--- config.mk ---
export PLATFORM = sky130hd
export DESIGN_NAME = util_axis_string_serializer
export DESIGN_NICKNAME = d
export VERILOG_FILES = /design/src/rtl/util_axis_string_pkg.sv /design/src/rtl/util_axis_byte_slot.sv /design/src/rtl/util_axis_string_serializer.sv
export SDC_FILE = /design/constraint.sdc
export NUM_CORES = 1
export LEC_CHECK = 0
export CAP_MARGIN = 10
export CORE_ASPECT_RATIO = 0.5
export CORE_UTILIZATION = 40
export DETAILED_ROUTE_END_ITERATION = 6
export MAX_ROUTING_LAYER = met4
export PLACE_DENSITY_LB_ADDON = 0.2
export SETUP_SLACK_MARGIN = 0.4
export SLEW_MARGIN = 40
export SYNTH_ARGS = -nofsm -noshare
export SYNTH_HDL_FRONTEND = slang
export SYNTH_SLANG_ARGS = --single-unit
--- constraint.sdc ---
create_clock -name aclk -period 2.57 [get_ports aclk]
set_input_delay 0.514 -clock aclk [delete_from_list [all_inputs] [get_ports aclk]]
set_output_delay 0.514 -clock aclk [all_outputs]
set_load 0.01 [all_outputs]
--- src/rtl/util_axis_string_pkg.sv ---
// Shared definitions for the AXIS string path: FSM state encoding and ASCII constants.
// Latency: n/a (types and constants only).
// Backpressure: n/a.
package util_axis_string_pkg;

    typedef enum logic [1:0] {
        ST_IDLE    = 2'd0,
        ST_SEND    = 2'd1,
        ST_TERM_CR = 2'd2,
        ST_TERM_LF = 2'd3
    } str_state_e;

    localparam logic [7:0] CHAR_NUL = 8'h00;
    localparam logic [7:0] CHAR_CR  = 8'h0D;
    localparam logic [7:0] CHAR_LF  = 8'h0A;

    // Counter width for an index over n characters; never narrower than one bit.
    function automatic int idx_width(input int n);
        return (n > 1) ? $clog2(n) : 1;
    endfunction

endpackage

--- src/rtl/util_axis_byte_slot.sv ---
// Single registered AXIS byte output slot (tdata/tvalid/tlast) with hold logic.
// Latency: a byte loaded on an edge is presented right after that edge.
// Backpressure: contents frozen while tvalid & ~tready; free_o tells the producer when a load is allowed.
module util_axis_byte_slot (
    input  logic       aclk,
    input  logic       arstn,
    input  logic       load_i,
    input  logic [7:0] data_i,
    input  logic       last_i,
    output logic       free_o,
    output logic [7:0] m_axis_tdata,
    output logic       m_axis_tvalid,
    output logic       m_axis_tlast,
    input  logic       m_axis_tready
);

    logic [7:0] tdata_q, tdata_d;
    logic       tvalid_q, tvalid_d;
    logic       tlast_q, tlast_d;

    // Slot can take a new byte when empty or when its current byte leaves this cycle.
    assign free_o = ~tvalid_q | m_axis_tready;

    // Next slot contents: load wins, otherwise drain when consumed, otherwise hold.
    always_comb begin
        tdata_d  = tdata_q;
        tvalid_d = tvalid_q;
        tlast_d  = tlast_q;
        if (load_i) begin
            tdata_d  = data_i;
            tlast_d  = last_i;
            tvalid_d = 1'b1;
        end else if (free_o) begin
            tvalid_d = 1'b0;
        end
    end

    // Slot registers; reset empties the slot immediately.
    always_ff @(posedge aclk or negedge arstn) begin
        if (!arstn) begin
            tdata_q  <= 8'h00;
            tvalid_q <= 1'b0;
            tlast_q  <= 1'b0;
        end else begin
            tdata_q  <= tdata_d;
            tvalid_q <= tvalid_d;
            tlast_q  <= tlast_d;
        end
    end

    assign m_axis_tdata  = tdata_q;
    assign m_axis_tvalid = tvalid_q;
    assign m_axis_tlast  = tlast_q;

endmodule

--- src/rtl/util_axis_string_serializer.sv ---
// Serializes a STRING_BYTES character word into an AXIS byte stream, char 0 first, optional NUL drop and CR/LF.
// Latency: first byte valid 1 cycle after the input handshake, +1 per leading skipped NUL; then 1 byte/cycle.
// Backpressure: input accepted only in IDLE; output slot holds its byte while m_axis_tready is low.
module util_axis_string_serializer
    import util_axis_string_pkg::*;
#(
    parameter int STRING_BYTES = 11,
    parameter int APPEND_CRLF  = 1,
    parameter int SKIP_NULL    = 1
) (
    input  logic                      aclk,
    input  logic                      arstn,
    input  logic [STRING_BYTES*8-1:0] s_axis_tdata,
    input  logic                      s_axis_tvalid,
    output logic                      s_axis_tready,
    output logic [7:0]                m_axis_tdata,
    output logic                      m_axis_tvalid,
    input  logic                      m_axis_tready,
    output logic                      m_axis_tlast
);

    localparam int              WORD_W   = STRING_BYTES * 8;
    localparam int              IDX_W    = idx_width(STRING_BYTES);
    localparam logic [IDX_W-1:0] LAST_IDX = IDX_W'(STRING_BYTES - 1);
    localparam bit              CRLF_ON  = (APPEND_CRLF != 0);
    localparam bit              SKIP_ON  = (SKIP_NULL != 0);

    str_state_e        state_q, state_d;
    logic [WORD_W-1:0] shift_q, shift_d;
    logic [IDX_W-1:0]  idx_q, idx_d;
    logic              s_tready_q, s_tready_d;

    logic              slot_free;
    logic              slot_load;
    logic [7:0]        slot_data;
    logic              slot_last;

    // The character under examination is always the top byte; the word shifts left as it is consumed.
    logic [7:0] cur_char;
    logic       cur_is_last;
    logic       forced_last;
    logic       cur_skip;
    logic       in_hs;

    assign cur_char    = shift_q[WORD_W-1 -: 8];
    assign cur_is_last = (idx_q == LAST_IDX);
    // Without a terminator the final character carries tlast, so it must always be emitted.
    assign forced_last = cur_is_last & ~CRLF_ON;
    assign cur_skip    = SKIP_ON & (cur_char == CHAR_NUL) & ~forced_last;
    assign in_hs       = s_axis_tvalid & s_tready_q;

    // Next-state, word shifter, index and slot load control.
    always_comb begin
        state_d    = state_q;
        shift_d    = shift_q;
        idx_d      = idx_q;
        s_tready_d = s_tready_q;
        slot_load  = 1'b0;
        slot_data  = cur_char;
        slot_last  = 1'b0;
        case (state_q)
            ST_IDLE: begin
                s_tready_d = 1'b1;
                if (in_hs) begin
                    shift_d    = s_axis_tdata;
                    idx_d      = '0;
                    state_d    = ST_SEND;
                    s_tready_d = 1'b0;
                end
            end
            ST_SEND: begin
                s_tready_d = 1'b0;
                if (slot_free) begin
                    if (!cur_skip) begin
                        slot_load = 1'b1;
                        slot_data = cur_char;
                        slot_last = forced_last;
                    end
                    if (cur_is_last) begin
                        // Index saturates here; the word is finished once this char is handled.
                        state_d    = CRLF_ON ? ST_TERM_CR : ST_IDLE;
                        s_tready_d = ~CRLF_ON;
                    end else begin
                        idx_d   = idx_q + IDX_W'(1);
                        shift_d = shift_q << 8;
                    end
                end
            end
            ST_TERM_CR: begin
                s_tready_d = 1'b0;
                if (slot_free) begin
                    slot_load = 1'b1;
                    slot_data = CHAR_CR;
                    slot_last = 1'b0;
                    state_d   = ST_TERM_LF;
                end
            end
            ST_TERM_LF: begin
                s_tready_d = 1'b0;
                if (slot_free) begin
                    slot_load  = 1'b1;
                    slot_data  = CHAR_LF;
                    slot_last  = 1'b1;
                    state_d    = ST_IDLE;
                    s_tready_d = 1'b1;
                end
            end
            default: begin
                state_d    = ST_IDLE;
                s_tready_d = 1'b0;
            end
        endcase
    end

    // State, word, index and input-ready registers; reset discards any partial string.
    always_ff @(posedge aclk or negedge arstn) begin
        if (!arstn) begin
            state_q    <= ST_IDLE;
            shift_q    <= '0;
            idx_q      <= '0;
            s_tready_q <= 1'b0;
        end else begin
            state_q    <= state_d;
            shift_q    <= shift_d;
            idx_q      <= idx_d;
            s_tready_q <= s_tready_d;
        end
    end

    assign s_axis_tready = s_tready_q;

    util_axis_byte_slot u_slot (
        .aclk          (aclk),
        .arstn         (arstn),
        .load_i        (slot_load),
        .data_i        (slot_data),
        .last_i        (slot_last),
        .free_o        (slot_free),
        .m_axis_tdata  (m_axis_tdata),
        .m_axis_tvalid (m_axis_tvalid),
        .m_axis_tlast  (m_axis_tlast),
        .m_axis_tready (m_axis_tready)
    );

endmodule

; Yosys cells after proc, flatten, opt, wreduce, memory -nomap -nowiden
; Cells that the tools add are included.
[word_totals]
wordCells = 55
in_bits = 92
out_inout_bits = 11
reg_bits = 105
[classes]
n_addsub = 1
n_bitwise = 3
muxes = 26
n_reduce_logical = 8
n_eq_ne = 10
[op_table]
columns = cell, n
row1 = $mux 88, 3
row2 = $pmux 88 s2, 1
row3 = $mux 8, 2
row4 = $pmux 8 s2, 1
row5 = $mux 4, 3
row6 = $ne 2x2->1 const B, 6
row7 = $mux 2, 5
row8 = $logic_not 8->1, 1
row9 = $pmux 2 s4, 1
row10 = $pmux 4 s2, 1
row11 = $mux 1, 7
row12 = $reduce_and 5->1, 1
row13 = $add 4x1->4 const B, 1
row14 = $eq 2x2->1 const B, 2
row15 = $eq 4x4->1 const B, 1
row16 = $reduce_and 4->1, 1
row17 = $reduce_bool 2->1, 2
row18 = $reduce_or 2->1, 2
row19 = $pmux 1 s3, 1
row20 = $eq 2x1->1 const B, 1
row21 = $logic_not 2->1, 1
row22 = $pmux 1 s2, 1
row23 = $and 1x1->1, 1
row24 = $not 1->1, 1
row25 = $or 1x1->1, 1

; Logic depth before layout (Yosys ltp)
; Gate-level depths: netlist of run 1.
[depth]
depth_word = 5
depth_mapped = 10
mapped_depth_nobuf = 6

; Cells and area by module
; Synthesis of run 1 repeated with hierarchy kept, for this count alone.
[hier_totals]
cells_unflattened = 469
area_unflattened_um2 = 4933.5
[modules_own_cells]
columns = module, seq_area_each_um2, instances, cells_per_inst, area_per_inst_um2
row1 = util_axis_string_serializer, 2377.3, 1, 447, 4524.3
row2 = util_axis_byte_slot, 250.2, 1, 22, 409.1

; Worst setup path after synthesis of run 1
; Ideal clock, no wire load.
[synth_path]
path_kind = reg-to-reg
from = register state_q[1]
to = register shift_q[10]
slack_ns = 0.682
required_time_ns = 2.443
t_arrival_ns = 1.760
setup_time_ns = 0.127
path_stages_with_launch = 9
cell_sequence = dfrtp_1 -> inv_1 -> ha_1 -> buf_4 -> and4b_1 -> buf_6 -> a41oi_4 -> clkbuf_2 -> o21ai_2
[synth_between]
elab_chain_cells = 3
word_cells_on_any_way = 8
classes_between = eq/ne: 4 / mux: 1 / reduce/logical: 3
[synth_rtl]
columns = item, line
row1 = "start, declared", util_axis_string_serializer.sv:28  ; str_state_e state_q, state_d;
row2 = "start signal, assigned", util_axis_string_serializer.sv:123  ; state_q <= state_d;
row3 = $eq 2x1->1 / $logic_not 2->1 (equally long branches), util_axis_string_serializer.sv:61  ; case (state_q)
row4 = $ne 2x2->1 (no line) / $reduce_bool 2->1 (equally long branches), --
row5 = $reduce_and 4->1 (no line), --
row6 = "end signal, assigned", util_axis_string_serializer.sv:124  ; shift_q <= shift_d;
row7 = "end, declared", util_axis_string_serializer.sv:29  ; logic [WORD_W-1:0] shift_q, shift_d;
; Several ways; a longest one is shown, not always the timed one.
; A chain may end at the register's enable or synchronous reset.

; Worst setup path after layout of run 1
[layout_path]
from = register state_q[0]
to = register shift_q[66]
; The elaborated chain is that of the path after synthesis.

==> flow_summary.json, run 1 <==
{
  "fin_crit_ns": 1.97,
  "grt_pass1_wl_um": 17600,
  "place.gp.congestion": 0.784,
  "wl_met3_um": 354,
  "synth_fp_nets": 570,
  "crit_type": "reg2reg",
  "p_int_mw": 4.83,
  "switchingPower_mw": 2.84,
  "routed_via_density": 4.87,
  "coreArea_mm2": 0.0121,
  "final_max_slew_viol_count": 0,
  "drt-met1-wl_um": 5710,
  "syn2layout_area_growth_pct": 30.0,
  "hpwlAfterDp_um": 7610,
  "layout.nets": 666,
  "first_pass_iters": 4,
  "synth_top_area_share_pct": 52.0,
  "grt_max_degree": 58,
  "synthFlopType": "dfrtp_1",
  "start_util_pct": 41.9,
  "cts_sinks": 105,
  "synth_edf_count": 0,
  "hold_class": "in2async",
  "ys_types": 31,
  "required_ns": 2.78,
  "maxCapViolations": 0,
  "ys_ff_latch": 105,
  "cp-start-kind": "flop",
  "drcViolationCount": 0,
  "wl_met2_um": 4680,
  "endpoint_kind": "flop",
  "rsz0062_at_grt": "false",
  "syn_area_per_cell_um2": 10.7,
  "hold_viol_final": 0,
  "synth_warnings": 0,
  "postCtsHoldBufs": 0,
  "tightest_slew_ns": 0.692,
  "clkPwrFrac_pct": 18.5,
  "cts-buffers-inserted": 9,
  "die_h_um": 81.5,
  "cts-root-buf": "clkbuf_16",
  "powerDensity_mw_per_mm2": 1170,
  "outcome": "finished clean",
  "whs_ns": 0.164,
  "drt_iter0_markers": 222,
  "die-area_mm2": 0.0131,
  "routed.top_layer": "met4",
  "totalWireLength_um": 10800,
  "comb_power_share_pct": 44.3,
  "ant_nets": 0,
  "drive_above_1_share_pct": 10.3,
  "post_drt_wl_per_cell_um": 14.7,
  "finalNonFillerCells": 737,
  "slew_headroom_pct": 53.9,
  "netlist_area_mm2": 0.00505,
  "fin_skew_ns": 0.0105,
  "htreeDepth": 3,
  "clock_path_buffers": 2,
  "vias": 3590,
  "fmax_ghz": 0.507,
  "ios": 103,
  "swShare_pct": 37.0,
  "grt_usage_pct": 18.0,
  "die_width_um": 161,
  "p_leak_nw": 2.88,
  "path_clk_slew_ns": 0.07,
  "finalSetupViolCount": 0,
  "synthArstFlopShare_pct": 100,
  "grt_pass1_vias": 3384,
  "cp_max_fo": 25,
  "cts_tree": "yes",
  "pwr-share-seq_pct": 37.2,
  "io_buffers": 102,
  "synth.area.top_cells": "dfrtp_1, mux2i_1, nand2_1",
  "overflow": 0,
  "fin_crit_sh_pct": 76.7,
  "ys_seq_area_share_pct": 52.0,
  "antenna_found_initial": 0,
  "fin_tns_setup_ns": 0,
  "cp_data_arrival_time_ns": 2.18,
  "ir_drop_v": 0.000514,
  "rr_worst_depth": 7,
  "clkLatencyLatePin_ns": 0.34,
  "yosysTopAreaCell": "dfrtp_1",
  "rows": 28,
  "utilization_pct": 54.5,
  "synthCells": 471,
  "dp.cells": 718,
  "antenna_cells": 0
}
[synthesized netlist by cell type (2+ instances only)]
cell type / n
buf_6: 12
nor4_1: 2
clkbuf_2: 4
nor2_1: 4
o21ai_2: 21
o21ai_1: 17
dfrtp_1: 105
nand2b_1: 2
ha_1: 7
nand2_1: 113
inv_1: 8
clkbuf_1: 13
a22o_1: 3
o21ai_0: 53
mux2i_1: 87
mux2_2: 5
[final timing paths]
kind | startpoint | to | slack [ns]
max | state_q[0]$_DFFE_PN0P_ | shift_q[66]$_DFFE_PN0P_ | 0.60
min | arstn | shift_q[38]$_DFFE_PN0P_ | 0.16
max reg2reg | state_q[0]$_DFFE_PN0P_ | shift_q[66]$_DFFE_PN0P_ | 0.60
min in group aclk | shift_q[40]$_DFFE_PN0P_ | shift_q[40]$_DFFE_PN0P_ | 0.48
min reg2reg | shift_q[40]$_DFFE_PN0P_ | shift_q[40]$_DFFE_PN0P_ | 0.48
max in group asynchronous | arstn | shift_q[65]$_DFFE_PN0P_ | 1.81
[state kept, by name (all words and copies together) (netlist names)]
name	cells
u_slot.m_axis_tvalid	1
state_q	2
idx_q	4
s_axis_tready	1
u_slot.m_axis_tdata	8
shift_q	88
u_slot.m_axis_tlast	1
[routing by layer]
metal,global-route usage [%],vias to the layer above
met5,-,-
met4,4.81,0
met3,3.69,7
met2,25.9,65
met1,25.8,1702
li1,-,1816
[final cells by class]
cell class	count	area, µm²
fillers	1114	5490
flip-flops and latches	105	2630
multi-input cells	328	2190
repair buffers	115	1200
clock buffers	12	256
well taps	165	206
clock inverters	4	51.3
inverters	8	30.0
[power groups by stage]
stage	clock network (mW)	registers (mW)	logic, mW
after global placement	0	2.86	3.25
after detailed placement	0	2.89	3.32
after global routing	1.52	2.94	3.84
final	1.42	2.86	3.40
after CTS	1.45	2.86	3.32
after floorplan	0	2.77	2.64
[logic make-up after synthesis]
group,synth area share [%]
muxes,18.4
xor gates and xnor gates,0.173
AOI/OAI and AO/OA,12.6
and+or+nand+nor,10.3
DFF,52.0
buffers and inverters,4.78
adders and majority gates,1.73
[timing repair]
| item | CTS | global route |
|---|---|---|
| setup endpoints to repair | 0 | 21 |
| setup buffers | 0 | 2 |
| endpoints found under the hold margin | 0 | 0 |
| resized for setup | 0 | 1 |
[layout by cell type (no fill, tap or decap), types with 2 or more instances in the layout]
cell	synthesis	final
a22o_1	3	3
buf_12	0	5
buf_4	1	7
clkbuf_16	0	10
clkbuf_8	0	2
clkdlybuf4s50_1	0	101
dfrtp_1	105	105
ha_1	7	6
inv_1	8	8
mux2_2	5	5
mux2i_1	87	87
nand2_1	113	113
nand2b_1	2	2
nor2_1	4	4
nor4_1	2	2
o21ai_0	53	53
o21ai_1	17	17
o21ai_2	21	21
[worst max-delay path, cell delays in order (launching register included)]
cell and delay [ns]:
dfrtp_1 0.42, inv_1 0.11, ha_1 0.29, and4b_1 0.27, a41oi_4 0.23, buf_12 0.17, buf_6 0.22, o21ai_0 0.12
[metrics by stage]
stage | power [mW] | worst slack (ns) | cell area, µm²
final | 7.68 | 0.599 | 6570
after global routing | 8.30 | 0.443 | 6570
after global placement | 6.12 | 0.341 | 6200
after floorplan | 5.41 | 0.682 | 5050
after detailed placement | 6.21 | 0.287 | 6200
after CTS | 7.63 | 0.441 | 6510
Note: power is estimated with default switching activity, not from simulation.
==> inputs of run 2 (changes only) <==
==> constraint.sdc (replaced) <==
create_clock -name aclk -period 1.8 [get_ports aclk]
set_input_delay 0.36 -clock aclk [delete_from_list [all_inputs] [get_ports aclk]]
set_output_delay 0.36 -clock aclk [all_outputs]
set_load 0.01 [all_outputs]
==> flow_summary.json, run 2 (synthesis results as in run 1) <==
{
  "powerDensity_mw_per_mm2": 1810,
  "regMostFlops": "shift_q",
  "cp-start-kind": "flop",
  "hold_viol_final": 0,
  "ir_drop_v": 0.000776,
  "rows": 28,
  "overflow": 0,
  "totalWireLength_um": 12500,
  "cts-root-buf": "clkbuf_16",
  "grt_usage_pct": 19.5,
  "io_buffers": 102,
  "clock_path_buffers": 2,
  "die_width_um": 161,
  "finalPower_mw": 13.4,
  "maxCapViolations": 0,
  "cp_data_arrival_time_ns": 2.05,
  "final_cell_mix": "dfrtp_1, nand2_1, clkdlybuf4s50_1",
  "slew_headroom_pct": 76.0,
  "cts_tree": "yes",
  "ios": 103,
  "required_ns": 2.05,
  "tightest_slew_ns": 0.360,
  "grt_pass1_wl_um": 18900,
  "antenna_cells": 0,
  "grt_pass1_vias": 3730,
  "hold_class": "in2async",
  "post_drt_wl_per_cell_um": 15.9,
  "rsz0062_at_grt": "true",
  "grt_max_degree": 57,
  "fin_tns_setup_ns": -0.00147,
  "setup_ws_ns": -0.00147,
  "p_leak_nw": 3.31,
  "die-area_mm2": 0.0131,
  "antenna_found_initial": 0,
  "finalSetupViolCount": 1,
  "crit_type": "reg2reg",
  "hpwlAfterDp_um": 8060,
  "start_util_pct": 41.9,
  "ant_nets": 0,
  "routed_via_density": 4.90,
  "cts_sinks": 105,
  "fin_crit_sh_pct": 100,
  "cp_max_fo": 17,
  "violations": "negative setup slack",
  "cts-buffers-inserted": 9,
  "drcViolationCount": 0,
  "syn2layout_area_growth_pct": 46.2,
  "clkLatencyLatePin_ns": 0.35,
  "coreArea_mm2": 0.0121,
  "layout.nets": 715,
  "htreeDepth": 3,
  "outcome": "finished with violations",
  "whs_ns": 0.417,
  "place.gp.congestion": 0.790,
  "drive_above_1_share_pct": 22.2,
  "path_clk_slew_ns": 0.07,
  "drt_iter0_markers": 175,
  "final_common_cell": "dfrtp_1",
  "die_h_um": 81.5,
  "fillers": 1030,
  "fmax_ghz": 0.555,
  "final_max_slew_viol_count": 0,
  "fin_crit_ns": 1.80,
  "first_pass_iters": 4,
  "fin_skew_ns": 0.00757,
  "vias": 3851,
  "largest_reg_flops": 88,
  "endpoint_kind": "flop"
}
-- run 2: cell types whose count changed in the layout (fill, tap and decap cells not counted), sizes merged --
| cell | before | now |
|---|---|---|
| buf | 13 | 58 |
| bufbuf | 0 | 1 |
| bufinv | 1 | 3 |
| clkbuf | 13 | 14 |
| clkdlybuf4s15 | 0 | 5 |
| clkdlybuf4s50 | 101 | 90 |
| clkinv | 2 | 1 |
| dlygate4sd2 | 0 | 3 |
| dlygate4sd3 | 0 | 1 |
| dlymetal6s2s | 0 | 1 |
| inv | 8 | 10 |
-- run 2: worst max-delay path, cell delays in order, from the launching register on --
cell and delay [ns]:
dfrtp_1 0.41, buf_6 0.13, ha_4 0.16, and4b_2 0.32, a41oi_4 0.05, buf_12 0.17
buf_12 0.14, buf_12 0.14, o21ai_0 0.19
-- run 2: routing by layer --
layer	share of wire (%)	vias up	GRT usage (%)
met5	0	-	-
met4	0.59	0	3.40
met3	3.2	5	4.19
met2	44	72	30.4
met1	52	1853	26.6
li1	-	1921	-
-- run 2: stage by stage --
stage	cell area [µm²]	util [%]	setup slack, ns	instances
2_1_floorplan	5080	-	-0.00654	471
3_3_place_gp	6510	54.0	-0.123	747
3_5_place_dp	6510	54.0	-0.172	747
4_1_cts	7150	59.3	0.0207	774
5_1_grt	7380	61.3	-0.0883	786
6_report	7380	61.3	-0.00147	786
-- run 2: layout make-up --
cell class,count,area (µm²),share of cell area [%]
timing repair buffer,164,1870,25.3
clock inverter,7,124,1.68
tap,165,206,2.80
inverter,8,30.0,0.407
sequential,105,2630,35.6
clock buffer,9,225,3.05
multi-input combinational,328,2300,31.2
-- run 2: path summary, 6_finish.rpt --
| path | from | to | slack [ns] | depth (start not counted) |
|---|---|---|---|---|
| worst max-delay path | state_q[0]$_DFFE_PN0P_ | shift_q[73]$_DFFE_PN0P_ | -0.001 | 8 |
| worst min-delay path | arstn | shift_q[46]$_DFFE_PN0P_ | 0.42 | 2 |
| worst max register to register | state_q[0]$_DFFE_PN0P_ | shift_q[73]$_DFFE_PN0P_ | -0.001 | 8 |
| worst min register to register | shift_q[40]$_DFFE_PN0P_ | shift_q[40]$_DFFE_PN0P_ | 0.48 | 2 |
| max in group asynchronous | arstn | s_axis_tready$_DFF_PN0_ | 0.82 | 3 |
| min in group aclk | shift_q[40]$_DFFE_PN0P_ | shift_q[40]$_DFFE_PN0P_ | 0.48 | 2 |
-- run 2: what timing repair did --
item | CTS | global route
pin swaps | 6 | 0
cloned | 4 | 7
hold buffers | 1 | 0
setup endpoints to repair | 116 | 114
endpoints found under the hold margin | 12 | 0
resized for setup | 52 | 39
buffers inserted | 6 | 5
-- run 2: power by group --
group / total [mW] / switching, mW / internal [mW]
combinational: 6.97 / 3.22 / 3.75
clock: 2.29 / 0.917 / 1.37
sequential: 4.10 / 0.665 / 3.44
total: 13.4 / 4.80 / 8.57
==> inputs of run 3 (changes only) <==
--- a/config.mk
+++ b/config.mk
@@ -15,4 +15,5 @@
 export SLEW_MARGIN = 40
 export SYNTH_ARGS = -nofsm -noshare
 export SYNTH_HDL_FRONTEND = slang
+export SYNTH_HIERARCHICAL = 1
 export SYNTH_SLANG_ARGS = --single-unit
==> constraint.sdc (replaced) <==
create_clock -name aclk -period 2 [get_ports aclk]
set_input_delay 0.4 -clock aclk [delete_from_list [all_inputs] [get_ports aclk]]
set_output_delay 0.4 -clock aclk [all_outputs]
set_load 0.01 [all_outputs]
==> flow_summary.json, run 3 <==
{
  "cts-buffers-inserted": 9,
  "first_pass_iters": 4,
  "crit_type": "reg2reg",
  "grt_max_degree": 79,
  "final_cell_mix": "dfrtp_1, clkdlybuf4s50_1, mux2i_1",
  "netlist_area_mm2": 0.00493,
  "grt_use_met2_pct": 30.0,
  "start_util_pct": 41.4,
  "ff2ff_setup_slack_ns": 0.10,
  "regMostFlops": "shift_q",
  "synth_edf_count": 0,
  "cp_max_fo": 7,
  "ir_drop_v": 0.00115,
  "synth_fp_nets": 568,
  "ys_seq_area_share_pct": 53.3,
  "fmax_ghz": 0.527,
  "ios": 103,
  "fin_tns_setup_ns": 0,
  "io_buffers": 102,
  "synth.area.top_cells": "dfrtp_1, mux2i_1, a21oi_1",
  "rr_worst_depth": 10,
  "outcome": "finished clean",
  "synthFlopType": "dfrtp_1",
  "place.gp.congestion": 0.815,
  "final_common_cell": "dfrtp_1",
  "p_leak_nw": 3.01,
  "cts-root-buf": "clkbuf_16",
  "finalSetupViolCount": 0,
  "antenna_found_initial": 0,
  "endpoint_kind": "flop",
  "syn2layout_area_growth_pct": 48.6,
  "clkLatencyLatePin_ns": 0.35,
  "grt_pass1_vias": 3682,
  "finalNonFillerCells": 769,
  "layout.nets": 699,
  "synth_warnings": 6,
  "syn_area_per_cell_um2": 10.5,
  "grt_pass1_wl_um": 18400,
  "whs_ns": 0.0281,
  "die-area_mm2": 0.0128,
  "synth_common_cells": "dfrtp_1, nor2_1, mux2i_1, a21oi_1, clkbuf_1",
  "routed_via_density": 4.90,
  "cp-startpoint": "state_q[1]$_DFFE_PN0P_",
  "cp-start-kind": "flop",
  "worstReg2RegEnd": "idx_q[3]$_DFFE_PN0P_",
  "drt_iter0_markers": 254,
  "cts_tree": "yes",
  "hold_viol_final": 0,
  "cp_data_arrival_time_ns": 2.13,
  "fin_crit_ns": 1.90,
  "ant_nets": 0,
  "setup_ws_ns": 0.101,
  "yosysMostFrequentCell": "dfrtp_1",
  "required_ns": 2.23,
  "rsz0062_at_grt": "true",
  "totalWireLength_um": 11900,
  "rr_startpoint": "state_q[1]$_DFFE_PN0P_",
  "dp.cells": 723,
  "coreArea_mm2": 0.0119,
  "dp_worst_setup_slack_ns": -0.215,
  "synthArstFlopShare_pct": 100,
  "die_h_um": 80.5,
  "slew_headroom_pct": 62.1,
  "met1_usage_pct": 24.6,
  "htreeDepth": 3,
  "overflow": 0,
  "final_max_slew_viol_count": 0,
  "fin_crit_sh_pct": 94.9,
  "post_drt_wl_per_cell_um": 15.5,
  "busiest_layer": "met2",
  "cts_sinks": 105,
  "rows": 28,
  "die_width_um": 159,
  "powerDensity_mw_per_mm2": 1870,
  "finalPower_mw": 13.7,
  "hold_class": "in2async",
  "synth_top_area_share_pct": 53.3,
  "tightest_slew_ns": 0.568,
  "postCtsHoldBufs": 0,
  "hpwlAfterDp_um": 7300,
  "path_clk_slew_ns": 0.07,
  "drive_above_1_share_pct": 20.2,
  "fin_skew_ns": 0.0112,
  "met3_usage_pct": 5.58,
  "maxCapViolations": 0,
  "yosysTopAreaCell": "dfrtp_1",
  "clock_path_buffers": 2,
  "drcViolationCount": 0,
  "largest_reg_flops": 88,
  "ys_ff_latch": 105,
  "synthCells": 469,
  "antenna_cells": 0,
  "vias": 3771,
  "grt_usage_pct": 19.0,
  "ys_types": 27
}
==> run 3: cell count changes after synthesis, moves of 8 or more <==
cell	previous run	this run
a21oi_1	0	81
buf_2	0	13
buf_6	12	1
mux2_4	0	9
nand2_1	113	11
nand3b_1	1	9
nor2_1	4	85
o21ai_0	53	9
o21ai_1	17	0
o21ai_2	21	0
==> run 3: kinds of logic after synthesis <==
family / Yosys count / share of synthesized area (%)
muxes: 94 / 20.0
buffers and inverters: 45 / 3.91
adders and majority gates: 7 / 1.78
and+or+nand+nor: 123 / 11.2
DFF: 105 / 53.3
AOI/OAI and AO/OA: 95 / 9.81
==> run 3: worst max-delay path, stage by stage (launching register included) <==
cell and delay (ns):
dfrtp_1 0.37, inv_2 0.07, buf_6 0.12, ha_4 0.15, a21boi_4 0.15, nor4_4 0.28, buf_6 0.17, buf_6 0.10
clkbuf_16 0.15, mux2i_1 0.17, nand2_1 0.06
==> run 3: where the power goes <==
group	internal [mW]	total (mW)	switching (mW)	leakage [nW]
combinational	4.40	8.06	3.66	1.69
sequential	3.23	3.90	0.673	1.18
clock	0.945	1.74	0.790	0.141
total	8.58	13.7	5.12	3.01
==> run 3: cell type report <==
cell class | instances | area (µm²)
fill | 985 | 4580
sequential | 105 | 2630
clock buffer | 12 | 267
inverter | 14 | 52.6
timing repair buffer | 151 | 1780
tap | 165 | 206
multi-input combinational | 319 | 2380
clock inverter | 3 | 25.0
==> run 3: worst max-delay path by stage <==
stage	endpoint	slack, ns	cells after the start
final	idx_q[3]$_DFFE_PN0P_	0.10	10
after global routing	shift_q[86]$_DFFE_PN0P_	0.04	11
after CTS	idx_q[3]$_DFFE_PN0P_	0.13	6
after detailed placement	shift_q[68]$_DFFE_PN0P_	-0.22	8
after global placement	shift_q[16]$_DFFE_PN0P_	-0.17	8
after floorplan	idx_q[3]$_DFFE_PN0P_	0.19	8
==> run 3: stage by stage <==
stage / util, % / cell area, µm²
floorplan: - / 5040
CTS: 57.5 / 6840
global placement: 52.9 / 6300
global route: 61.6 / 7330
detailed placement: 52.9 / 6300
finish: 61.6 / 7330
==> run 3: repair_timing <==
item / 4_1_cts / 5_1_grt
setup endpoints to repair: 115 / 103
pin swaps: 5 / 7
setup buffers: 11 / 7
resized for setup: 38 / 48
cloned: 2 / 11
==> run 3: routing by layer <==
| layer | vias to the layer above | share of wire (%) |
|---|---|---|
| met5 | - | 0 |
| met2 | 70 | 46 |
| li1 | 1876 | - |
| met3 | 12 | 4.2 |
| met4 | 0 | 0.76 |
| met1 | 1813 | 49 |
